## src/rtl/fetch_stage_pkg.sv

```systemverilog
// Shared constants for the instruction-fetch stage: widths, default parameters, FSM encoding.
package fetch_stage_pkg;

  localparam int unsigned XLEN  = 16;
  localparam int unsigned OPC_W = 5;

  localparam logic [XLEN-1:0]  RESET_PC_DEF  = 16'h0000;
  localparam logic [XLEN-1:0]  NOP_INSTR_DEF = 16'h0800;
  localparam logic [OPC_W-1:0] HALT_OPC_DEF  = 5'b00000;

  localparam logic [1:0] ST_RUN    = 2'd0;
  localparam logic [1:0] ST_WAIT   = 2'd1;
  localparam logic [1:0] ST_HALTED = 2'd2;

  function automatic logic [OPC_W-1:0] opcode(input logic [XLEN-1:0] instr);
    return instr[XLEN-1:XLEN-OPC_W];
  endfunction

endpackage

```

## src/rtl/fetch_stage_pc_reg.sv

```systemverilog
// Address register with load enable; used for both the PC and the deferred redirect target.
module pc_reg
  import fetch_stage_pkg::*;
#(
  parameter logic [XLEN-1:0] RESET_VAL = RESET_PC_DEF
) (
  input  logic            clk,
  input  logic            rst,
  input  logic            load,
  input  logic [XLEN-1:0] d,
  output logic [XLEN-1:0] q
);

  always_ff @(posedge clk or negedge rst) begin
    if (!rst) q <= RESET_VAL;
    else if (load) q <= d;
  end

endmodule

```

## src/rtl/fetch_stage.sv

```systemverilog
// IF stage: owns the PC, issues imem reads and presents instruction/pc+2/bubble flag to IF/ID.
module fetch_stage
  import fetch_stage_pkg::*;
#(
  parameter logic [XLEN-1:0]  RESET_PC  = RESET_PC_DEF,
  parameter logic [XLEN-1:0]  NOP_INSTR = NOP_INSTR_DEF,
  parameter logic [OPC_W-1:0] HALT_OPC  = HALT_OPC_DEF
) (
  input  logic            clk,
  input  logic            rst,
  input  logic            stall_fetch,
  input  logic            redirect_valid,
  input  logic [XLEN-1:0] redirect_pc,
  output logic [XLEN-1:0] imem_addr,
  output logic            imem_rd,
  input  logic [XLEN-1:0] imem_data,
  input  logic            imem_done,
  input  logic            imem_stall,
  output logic [XLEN-1:0] instruction,
  output logic [XLEN-1:0] incremented_pc,
  output logic            flush_fetch,
  output logic            halted
);

  logic [1:0]      state, state_nxt;
  logic            pend, pend_nxt;
  logic [XLEN-1:0] pc, pc_d, pc_inc, pend_pc;
  logic            pc_ld, ppc_ld;
  logic            fetch_valid;

  pc_reg #(.RESET_VAL(RESET_PC)) u_pc (
    .clk(clk), .rst(rst), .load(pc_ld), .d(pc_d), .q(pc)
  );

  // Redirect that arrives while a read is in flight is parked here until the read retires.
  pc_reg #(.RESET_VAL(RESET_PC)) u_pend_pc (
    .clk(clk), .rst(rst), .load(ppc_ld), .d(redirect_pc), .q(pend_pc)
  );

  always_ff @(posedge clk or negedge rst) begin
    if (!rst) begin
      state <= ST_RUN;
      pend  <= 1'b0;
    end else begin
      state <= state_nxt;
      pend  <= pend_nxt;
    end
  end

  assign pc_inc      = pc + XLEN'(2);
  assign fetch_valid = rst & imem_done & ~pend & ~redirect_valid & (state != ST_HALTED);

  // Priority: redirect > pending redirect > stall_fetch > advance.
  always_comb begin
    state_nxt = state;
    pend_nxt  = pend;
    pc_ld     = 1'b0;
    pc_d      = pc_inc;
    ppc_ld    = 1'b0;
    if (redirect_valid) begin
      if (imem_done || !imem_stall) begin
        pc_ld     = 1'b1;
        pc_d      = redirect_pc;
        pend_nxt  = 1'b0;
        state_nxt = ST_RUN;
      end else begin
        ppc_ld    = 1'b1;
        pend_nxt  = 1'b1;
        state_nxt = ST_WAIT;
      end
    end else if (state != ST_HALTED) begin
      if (pend) begin
        if (imem_done) begin
          pc_ld     = 1'b1;
          pc_d      = pend_pc;
          pend_nxt  = 1'b0;
          state_nxt = ST_RUN;
        end
      end else if (imem_done) begin
        state_nxt = ST_RUN;
        if (!stall_fetch) begin
          pc_ld = 1'b1;
          if (opcode(imem_data) == HALT_OPC) state_nxt = ST_HALTED;
        end
      end else if (imem_stall) begin
        state_nxt = ST_WAIT;
      end
    end
  end

  assign imem_addr      = pc;
  assign imem_rd        = rst & (state != ST_HALTED);
  assign instruction    = fetch_valid ? imem_data : NOP_INSTR;
  assign flush_fetch    = ~fetch_valid;
  assign incremented_pc = pc_inc;
  assign halted         = (state == ST_HALTED);

endmodule

```

## config.mk

```make
export PLATFORM = sky130hd
export DESIGN_NAME = fetch_stage
export DESIGN_NICKNAME = d
export VERILOG_FILES = /design/src/rtl/fetch_stage_pkg.sv /design/src/rtl/fetch_stage_pc_reg.sv /design/src/rtl/fetch_stage.sv
export SDC_FILE = /design/constraint.sdc
export NUM_CORES = 1
export LEC_CHECK = 0
export BUFFER_PORTS_ARGS = -buffer_cell sky130_fd_sc_hd__buf_2
export CORE_MARGIN = 2
export CORE_UTILIZATION = 49
export DETAILED_ROUTE_END_ITERATION = 7
export GPL_TIMING_DRIVEN = 0
export HOLD_SLACK_MARGIN = 0.03
export PLACE_DENSITY = 0.9
export SYNTH_ARGS = -nofsm -noshare
export SYNTH_HDL_FRONTEND = slang
export SYNTH_SLANG_ARGS = --single-unit
export TNS_END_PERCENT = 50
```

## constraint.sdc

```tcl
create_clock -name clk -period 2.2 [get_ports clk]
set_input_delay 0 -clock clk [delete_from_list [all_inputs] [get_ports clk]]
set_output_delay 0 -clock clk [all_outputs]
set_load 0.02 [all_outputs]
```

-- Word level (Yosys, flattened, before mapping)
Cells that the tools add are included.
Widths: inputs -> output; s select.
- output and inout port bits: 51
- flip-flop bits (word level): 35
- muxes and demuxes: 28
- equality and inequality tests: 3
- bitwise logic cells: 8
- $add $sub $neg: 1
- reduce and logical (&&, ||, !) cells: 6
- operator list (kind ; count):
    $mux 16 ; 6
    $add 16x2->16 const B ; 1
    $mux 2 ; 8
    $mux 1 ; 14
    $and 1x1->1 ; 5
    $logic_not 5->1 ; 1
    $ne 3x3->1 const B ; 1
    $not 1->1 ; 3
    $reduce_and 3->1 ; 1
    $reduce_bool 3->1 ; 1
    $eq 2x2->1 const B ; 1
    $ne 2x2->1 const B ; 1
    $reduce_bool 2->1 ; 1
    $logic_not 1->1 ; 1
    $logic_or 1x1->1 ; 1

-- Longest topological paths before layout
Gate-level depths: netlist (run 1).
- depth in word-level cells: 7
- mapped depth: 7

-- Cells and area by module
Synthesis (run 1) repeated with hierarchy kept, for this count alone.
- cell total of the unflattened synthesis: 252
- area total of the unflattened synthesis: 2546.2 um^2
- modules (own cells, without submodules) (module ; area an instance (um^2) ; cells an instance ; seq. area each (um^2) ; times used):
    pc_reg ; 649.4 ; 34 ; 400.4 ; 2
    fetch_stage ; 1247.4 ; 184 ; 75.1 ; 1

-- Least setup slack after synthesis (run 1)
OpenSTA, ideal clock, no wires.
- path type: reg2reg
- start: reg u_pc.q[1]
- end: reg u_pc.q[3]
- data required time: 2.135 ns
- stages on the path, launching flop included: 7
- setup slack: 0.290 ns
- period minus slack after synthesis: 1.910 ns
- library setup time: 0.065 ns
- buffers on the path: 0
- arrival time: 1.845 ns
- path through: dfrtp_1 ha_1 xor2_1 nor2_1 or3_1 o311ai_1 o21a_1
- word-level cells in the longest chain between the ends: 5
- elaborated cells between the ends (all ways): 6
- classes of those cells: 1 x add/sub; 5 x mux
- RTL lines (item ; line ; RTL):
    start, declared ; fetch_stage_pc_reg.sv:11 ; output logic [XLEN-1:0] q
    start signal, assigned ; fetch_stage_pc_reg.sv:15 ; if (!rst) q <= RESET_VAL;
    start signal, assigned ; fetch_stage_pc_reg.sv:16 ; else if (load) q <= d;
    $add 16x2->16 (*) ; fetch_stage.sv:50 ; assign pc_inc = pc + XLEN'(2);
    named net incremented_pc[3] ; fetch_stage.sv:20 ; output logic [XLEN-1:0] incremented_pc,
    $mux 16 ; fetch_stage.sv:73 ; if (imem_done) begin
    $mux 16 ; fetch_stage.sv:72 ; if (pend) begin
    $mux 16 ; fetch_stage.sv:71 ; end else if (state != ST_HALTED) begin
    $mux 16 (*) ; fetch_stage.sv:60 ; if (redirect_valid) begin
The timed path passes the listed nets; every way through them passes the cells marked *.
A chain may end at the register's enable or synchronous reset.

-- Worst setup path after layout (run 1)
- start: reg u_pc.q[1]
- end: out incremented_pc[15]
- word-level cells in the longest chain between the ends: 1
- RTL lines (item ; line):
    $add 16x2->16 ; fetch_stage.sv:50
    end, declared ; fetch_stage.sv:20
Every way passes these cells.

==> metrics.cfg, run 1 <==
[floorplan]
io_pins = 89
coreArea_um2 = 4350
dieArea_um2 = 5090
start_util = 0.510
die_y_um = 71.3
floorplan.rows = 24
die_w_um = 71.3

[route]
firstDrtPassIters = 4
ant_nets = 0
routedWlPerCell_um = 15.6
vias_per_cell = 5.52
drc = 0
vias = 2209
wl_um = 6250
drt-initial-drc-count = 124

[run]
drv_cap = 0

[cells_and_area]
drive_gt1_frac = 0.382
syn2layout_area_growth_pct = 37.0
antennaDiodeCount = 0
fin_nets = 386
postLayoutCellArea_um2 = 3050

[synth]
synth-simple-area-share = 0.239
yosysWarningCount = 0
synth_cell_types = 52
ys.flop_type = dfrtp_1
synth_compound_gate_area_share = 0.162
synth_edf_count = 0
synth_top_area_share = 0.394
synthTopCellsByArea = dfrtp_1 39%, mux2_2 8.6%, and2_1 4.5%, nand2_1 3.5%, a22oi_1 3.0%
synth_top_area_cell = dfrtp_1
synthAdderAreaFrac = 0.00563
synth.most_common_cell = dfrtp_1
synthesis.nets = 272
avgSynthCellArea_um2 = 9.54
synth-xor-area-share = 0.0512
synth.area.mux_share = 0.0952
ys_ff_latch = 35
synth-seq-area-share = 0.394
synth.top_cells.by_count = 35 x dfrtp_1, 21 x nand2_1, 18 x nor2_1, 17 x mux2_2, 16 x and2_1
synth_top_family_by_area = simple AND/OR/NAND/NOR gates
synth_cells = 233
synthArstFlopShare = 1.00
synthesis.area_um2 = 2220

[sta]
fin_tns_setup_ps = 0
slew_violations = 0
finalHoldViolCount = 0
grt_setup_unrepaired = false
period_needed_ps = 2070
setup_viol = 0
worst_pin_slew_ps = 528
max_freq_mhz = 483
finalClockSkew_ps = 14.9
relSlewSlack = 0.648
finalCritPeriodShare = 0.941

[clock_tree]
cts_root_buf = clkbuf_8
hold_buffers = 19
path_clk_slew_ps = 70
clockBufferDepth = 2
cts_resized = 0
cts_tree = yes
cts_setup_buffers = 0
numCtsBuffers = 5
htreeDepth = 2
clk_latency_ps = 300
clkSinkCount = 35

[place]
place_hpwl_um = 4330
dpl_cell_area_um2 = 2730
port-buffer-count = 88
place.gp.congestion = 0.860

[power_and_ir_drop]
leakage_nw = 1.46
total_power_mw = 2.21
vdd_drop_max_v = 0.000424
p_per_area_nw_per_um2 = 727

[critical_path]
endpoint_kind = primary output
crit_type = register to primary output
start_kind = register
worstPathArrival_ps = 2070
cp_max_fo = 7
worstPathRequired_ps = 2200

[global_route]
grt-ovfl-total = 0
grtUsageTotal = 0.251
grt_pass1_vias = 2031
grt_pass1_wl_um = 9940
antenna_found_initial = 0
grt_max_degree = 36

[outcome]
status = finished, final reports clean

[worst_hold_path]
hold_class = input port to register

[through the flow]
step / util / worst slack [ps] / hold slack [ps] / std cells
floorplan: - / 290 / -296 / 233
global placement: 0.626 / 286 / 128 / 373
detailed placement: 0.626 / 254 / 141 / 373
CTS: 0.699 / 113 / 111 / 400
global route: 0.699 / 10.6 / 151 / 400
finish: 0.699 / 130 / 112 / 400
[sequential cells by signal, indices dropped and copies added (netlist names)]
signal       count
u_pend_pc.q     16
u_pc.q          16
pend             1
state            2
[path summary, 6_finish.rpt]
check	from	to	slack, ps	depth (start not counted)
worst min register to register	u_pend_pc.q[0]	u_pend_pc.q[0]	510	1
max in group asynchronous	rst	u_pc.q[6]	1760	3
worst max-delay path	u_pc.q[1]	incremented_pc[15]	130	7
worst max register to register	u_pc.q[1]	u_pc.q[15]	250	7
worst min-delay path	imem_data[15]	state[1]	110	4
min in group asynchronous	rst	u_pc.q[3]	250	3
[layout make-up]
type                       count  area [um2]
tap                           52        65.1
fill                         330        1310
clock buffer                   6        82.6
inverter                       6        27.5
buffer                        14        91.3
sequential                    35         876
clock inverter                 2        35.0
timing repair buffer         107         641
multi-input combinational    178        1230
[worst max-delay path: stages (launching register included)]
cell and delay, ps:
dfrtp_1 460, ha_1 270, nand3_4 130, or2_1 240, buf_6 130, nor3_2 210, xor2_1 160, buf_2 180
[cells in the final DEF (no fill, tap or decap), types with 5 or more instances in the layout]
cell and n:
a21oi_1 11, buf_2 92, mux2_2 17, nand2_1 21, nand3_1 6, dlygate4sd3_1 18, o21ai_0 8, inv_1 5
nor2_1 18, xor2_1 6, a22oi_1 9, clkbuf_8 6, dfrtp_1 35, xnor2_1 7, and2_1 16
[per-layer routing]
| metal | global-route usage | share of wire | wire, um | vias up |
|---|---|---|---|---|
| met5 | 0 | 0 | 0 | - |
| met2 | 0.419 | 0.52 | 3240 | 83 |
| met1 | 0.328 | 0.41 | 2530 | 1049 |
| li1 | - | - | - | 1066 |
| met3 | 0.0520 | 0.063 | 392 | 11 |
| met4 | 0.0797 | 0.014 | 85 | 0 |
[power by group]
group	switching, mW	internal (mW)	total, mW
sequential	0.117	0.752	0.869
combinational	0.418	0.312	0.730
clock	0.248	0.367	0.615
total	0.784	1.43	2.21
[cells by family (layout without fill, tap and decap cells)]
group,after synthesis,count (layout)
AO/OA/AOI/OAI,53,53
XOR/XNOR,13,13
adder cells (fa/ha/maj),1,1
buffers and inverters,20,135
flip-flops,35,35
multiplexers,19,19
AND/OR/NAND/NOR,92,92
Note: power is estimated with default switching activity, not from simulation.
==> run 2: changes to the inputs <==
HOLD_SLACK_MARGIN = 0.12   (was 0.03)
SLEW_MARGIN = 10   (was default)
==> run 2 against run 1 <==
Net effect: critical path depth unchanged; combinational power is 0.5% higher; sequential share of layout area shrank 0.19 points; count of clock-buffer cells in the layout unchanged; register-to-register slack barely moved; routed wire length increased by 2.2%; sequential power hardly changed; sequential cell count stayed put; critical path type unchanged; largest cell class unchanged.
==> metrics.cfg, run 2 (same netlist as run 1, synthesis figures left out) <==
[cells_and_area]
antennaDiodeCount = 0
fin_util = 0.704
largestRegisters = u_pc.q: 16 flops, u_pend_pc.q: 16 flops, state: 2 flops
drive_gt1_frac = 0.380
layout_commonest_cell = buf_2
fin_nets = 388
syn2layout_area_growth_pct = 38.0
layout_common_cells = 92 x buf_2, 35 x dfrtp_1, 21 x nand2_1
postLayoutCellArea_um2 = 3070

[critical_path]
r2r-end = u_pc.q[15]
worstReg2RegStart = u_pc.q[1]
worstPathRequired_ps = 2200
cp.depth = 7
cp_max_fo = 7
cp_slowest_cell = dfrtp_1
reg2reg_depth = 7
worstPathArrival_ps = 2070
max_stage_delay_ps = 460
critical_path.top_delay_family = simple AND/OR/NAND/NOR gates
endpoint_kind = primary output
worst-path-buf-inv = 2
crit_type = register to primary output
critPathCapture = incremented_pc[15]
path_cells = ha_1, nand3_4, or2_1, buf_6, nor3_2, xor2_1, buf_2
start_kind = register
crit_start = u_pc.q[1]
regToRegSetupSlack_ps = 260

[sta]
fin_tns_setup_ps = 0
slew_violations = 0
finalClockSkew_ps = 15.5
period_needed_ps = 2070
finalHoldViolCount = 0
fin_ws_ps = 134
hold_ws_ps = 128
finalCritPeriodShare = 0.939
setup_viol = 0
worst_pin_slew_ps = 538
max_freq_mhz = 484
relSlewSlack = 0.641
grt_setup_unrepaired = false

[power_and_ir_drop]
p_per_area_nw_per_um2 = 724
internal_power_mw = 1.43
power_frac_clock = 0.277
p_comb_frac = 0.331
leakage_nw = 1.47
seqPwrFrac = 0.392
swShare = 0.355
switching_power_uw = 787
vdd_drop_max_v = 0.000425

[clock_tree]
clk_latency_ps = 300
clockBufferDepth = 2
cts_root_buf = clkbuf_8
cts_resized = 0
path_clk_slew_ps = 70
numCtsBuffers = 5
htreeDepth = 2
cts_tree = yes
clkSinkCount = 35

[floorplan]
dieArea_um2 = 5090
start_util = 0.510
die_y_um = 71.3
die_w_um = 71.3
coreArea_um2 = 4350
floorplan.rows = 24
io_pins = 89

[route]
drc = 0
firstDrtPassIters = 4
drt-initial-drc-count = 134
routedWlPerCell_um = 15.9
vias_per_cell = 5.51
ant_nets = 0
vias = 2215
wl_um = 6380

[place]
place.gp.congestion = 0.860
port-buffer-count = 88
dpl_cell_area_um2 = 2730
place_ws_ps = 254
place_hpwl_um = 4330

[global_route]
grt_pass1_wl_um = 10200
grtUsageTotal = 0.257
grt-ovfl-total = 0
antenna_found_initial = 0
grt_pass1_vias = 2065
grt_max_degree = 36

[worst_hold_path]
hold_class = input port to register

[run]
drv_cap = 0

[outcome]
status = finished, final reports clean

## run 2: timing repair
item / 4_1_cts / 5_1_grt
hold buffers: 21 / 0
hold endpoints to repair: 63 / 0
buffers inserted: 0 / 0
## run 2: power by group through the flow
stage                     sequential (mW)  clock [mW]  combinational [mW]
final                               0.870       0.615               0.734
after global routing                0.884       0.656               0.788
after CTS                           0.868       0.622               0.729
after detailed placement            0.880           0               0.695
after global placement              0.871           0               0.679
after floorplan                     0.921           0               0.404
## run 2: final cells by class
class                   count  area, um2
clock inverters             2       35.0
plain buffers              14       91.3
clock buffers               6       82.6
well taps                  52       65.1
fillers                   322       1290
repair buffers            109        661
inverters                   6       27.5
multi-input cells         178       1230
flip-flops and latches     35        876
## run 2: worst min-delay path by stage
stage	start	slack [ps]	depth (start not counted)	to
3_3_place_gp	rst	130	1	u_pc.q[0]
4_1_cts	imem_data[14]	120	4	state[1]
3_5_place_dp	rst	140	1	u_pend_pc.q[1]
5_1_grt	imem_data[14]	160	4	state[1]
2_1_floorplan	rst	-300	0	pend
6_report	imem_data[14]	130	4	state[1]
## run 2: metal layers
metal | track usage | vias up | routed length, um
li1 | - | 1070 | -
met1 | 0.330 | 1048 | 2590
met2 | 0.434 | 83 | 3320
met3 | 0.0577 | 14 | 360
met4 | 0.0755 | 0 | 116
met5 | 0 | - | 0
## run 2: worst register-to-register path: stages, from the launching register on
cell,delay (ps)
dfrtp_1,460
ha_1,270
nand3_4,130
or2_1,240
buf_6,130
nor3_2,210
a21oi_1,120
o221a_2,280
## run 2: through the flow
stage | total power [mW] | instances
after global placement | 1.55 | 373
after global routing | 2.33 | 402
after detailed placement | 1.57 | 373
after CTS | 2.22 | 402
final | 2.22 | 402
after floorplan | 1.32 | 233
==> run 3: changes to the inputs <==
CORE_ASPECT_RATIO = 2   (was default)
GPL_ROUTABILITY_DRIVEN = 0   (was default)
==> run 3 against run 2 <==
Net effect: sequential cell count stayed put; combinational power hardly changed; first-iteration DRC count is 49% lower; critical path depth stayed put; setup slack better by 20 ps; worst hold slack better by 86 ps; routed wire length is 0.97% higher.
==> metrics.cfg, run 3 (same netlist as run 1, synthesis figures left out) <==
[outcome]
status = finished, final reports clean

[floorplan]
start_util = 0.512
floorplan.rows = 34
coreArea_um2 = 4340
io_pins = 89
die_y_um = 99.2
dieArea_um2 = 5120
die_w_um = 51.6

[critical_path]
start_kind = register
worstPathArrival_ps = 2050
endpoint_kind = primary output
worstPathRequired_ps = 2200
cp_max_fo = 5
crit_type = register to primary output

[power_and_ir_drop]
p_per_area_nw_per_um2 = 688
leakage_nw = 1.47
power_frac_clock = 0.242
swShare = 0.361
vdd_drop_max_v = 0.000598
p_comb_frac = 0.347
internal_power_mw = 1.35
switching_power_uw = 766
seqPwrFrac = 0.412

[cells_and_area]
nFillCells = 338
syn2layout_area_growth_pct = 38.7
drive_gt1_frac = 0.377
fin_util = 0.710
layout_commonest_cell = buf_2
layout_common_cells = 92 x buf_2, 34 x dfrtp_1, 23 x dlygate4sd3_1
antennaDiodeCount = 0
fin_nets = 391
largestRegisters = u_pc.q: 16 flops, u_pend_pc.q: 16 flops, state: 2 flops
fin_cells = 407

[route]
firstDrtPassIters = 4
ant_nets = 0
vias_per_cell = 5.75
wl_um = 6450
drc = 0
vias = 2341
routedWlPerCell_um = 15.8
drt-initial-drc-count = 69

[clock_tree]
clk_latency_ps = 290
clockBufferDepth = 2
path_clk_slew_ps = 70
cts_tree = yes
htreeDepth = 2
cts_root_buf = clkbuf_8
numCtsBuffers = 5
clkSinkCount = 35

[sta]
finalHoldViolCount = 0
grt_setup_unrepaired = false
relSlewSlack = 0.652
fin_tns_setup_ps = 0
setup_viol = 0
worst_pin_slew_ps = 519
finalClockSkew_ps = 6.22
finalCritPeriodShare = 0.930
slew_violations = 0
period_needed_ps = 2050
max_freq_mhz = 489

[global_route]
top_usage_layer = met2
grt.met3_usage = 0.0541
grt-ovfl-total = 0
antenna_found_initial = 0
met1_usage = 0.281
grt_pass1_wl_um = 9940
grtUsageTotal = 0.263
gr-usage-met2 = 0.451
grt_pass1_vias = 2201
grt_max_degree = 36

[place]
port-buffer-count = 88
place_hpwl_um = 4600
place_inst = 375

[worst_hold_path]
hold_class = input port to register

[run]
drv_cap = 0

[run 3: cell types whose count changed in the layout (fill, tap and decap cells not counted)]
cell and delta:
dlygate4sd3_1 +3, bufinv_16 -1, clkbuf_1 +1, clkbuf_8 +1, clkinv_2 -1, dfrtp_1 -1, dfrtp_2 +1
[run 3: worst paths after layout]
check,start,end,depth (start not counted),slack [ps]
setup / recovery,u_pc.q[2],incremented_pc[15],7,150
hold / removal,redirect_valid,state[0],5,210
setup reg to reg,u_pc.q[2],u_pc.q[15],7,270
hold reg to reg,u_pend_pc.q[5],u_pend_pc.q[5],1,510
max in group asynchronous,rst,u_pc.q[6],3,1770
min in group asynchronous,rst,state[1],3,230
[run 3: power by group through the flow]
stage               Clock [mW]  Sequential [mW]  Combinational [mW]
floorplan                    0            0.921               0.404
global placement             0            0.873               0.677
detailed placement           0            0.880               0.696
CTS                      0.524            0.868               0.734
global route             0.551            0.890               0.786
finish                   0.512            0.873               0.736
[run 3: per-layer routing]
layer	wire [um]	up-vias	part of all wire
met5	0	-	0
li1	-	1075	-
met4	283	0	0.044
met2	3510	118	0.54
met3	371	28	0.058
met1	2280	1120	0.35
[run 3: layout make-up]
| type | instances | area [um2] | share of cell area |
|---|---|---|---|
| timing repair buffer | 112 | 691 | 0.224 |
| inverter | 6 | 27.5 | 0.00893 |
| tap | 54 | 67.6 | 0.0219 |
| clock buffer | 8 | 100 | 0.0325 |
| sequential | 35 | 877 | 0.285 |
| buffer | 14 | 91.3 | 0.0296 |
| multi-input combinational | 178 | 1230 | 0.398 |
[run 3: timing repair]
action,CTS,global route
gates resized for setup,0,1
hold buffers,24,0
endpoints found under the setup margin,0,1
setup buffers,0,0
hold endpoints to repair,63,0
[run 3: per-stage QoR]
| stage | area (um2) | setup WS, ps | hold slack (ps) | total power [mW] |
|---|---|---|---|---|
| after floorplan | 2220 | 290 | -296 | 1.32 |
| after global placement | 2730 | 237 | 133 | 1.55 |
| after detailed placement | 2730 | 223 | 135 | 1.58 |
| after CTS | 3080 | 82.5 | 213 | 2.13 |
| after global routing | 3080 | 42.0 | 248 | 2.23 |
| final | 3080 | 154 | 213 | 2.12 |
[run 3: worst max-delay path: stages (launching register included)]
cell,delay [ps]
dfrtp_1,430
ha_1,270
nand3_4,140
or2_1,250
buf_6,130
nor3_2,210
xor2_1,160
buf_2,170
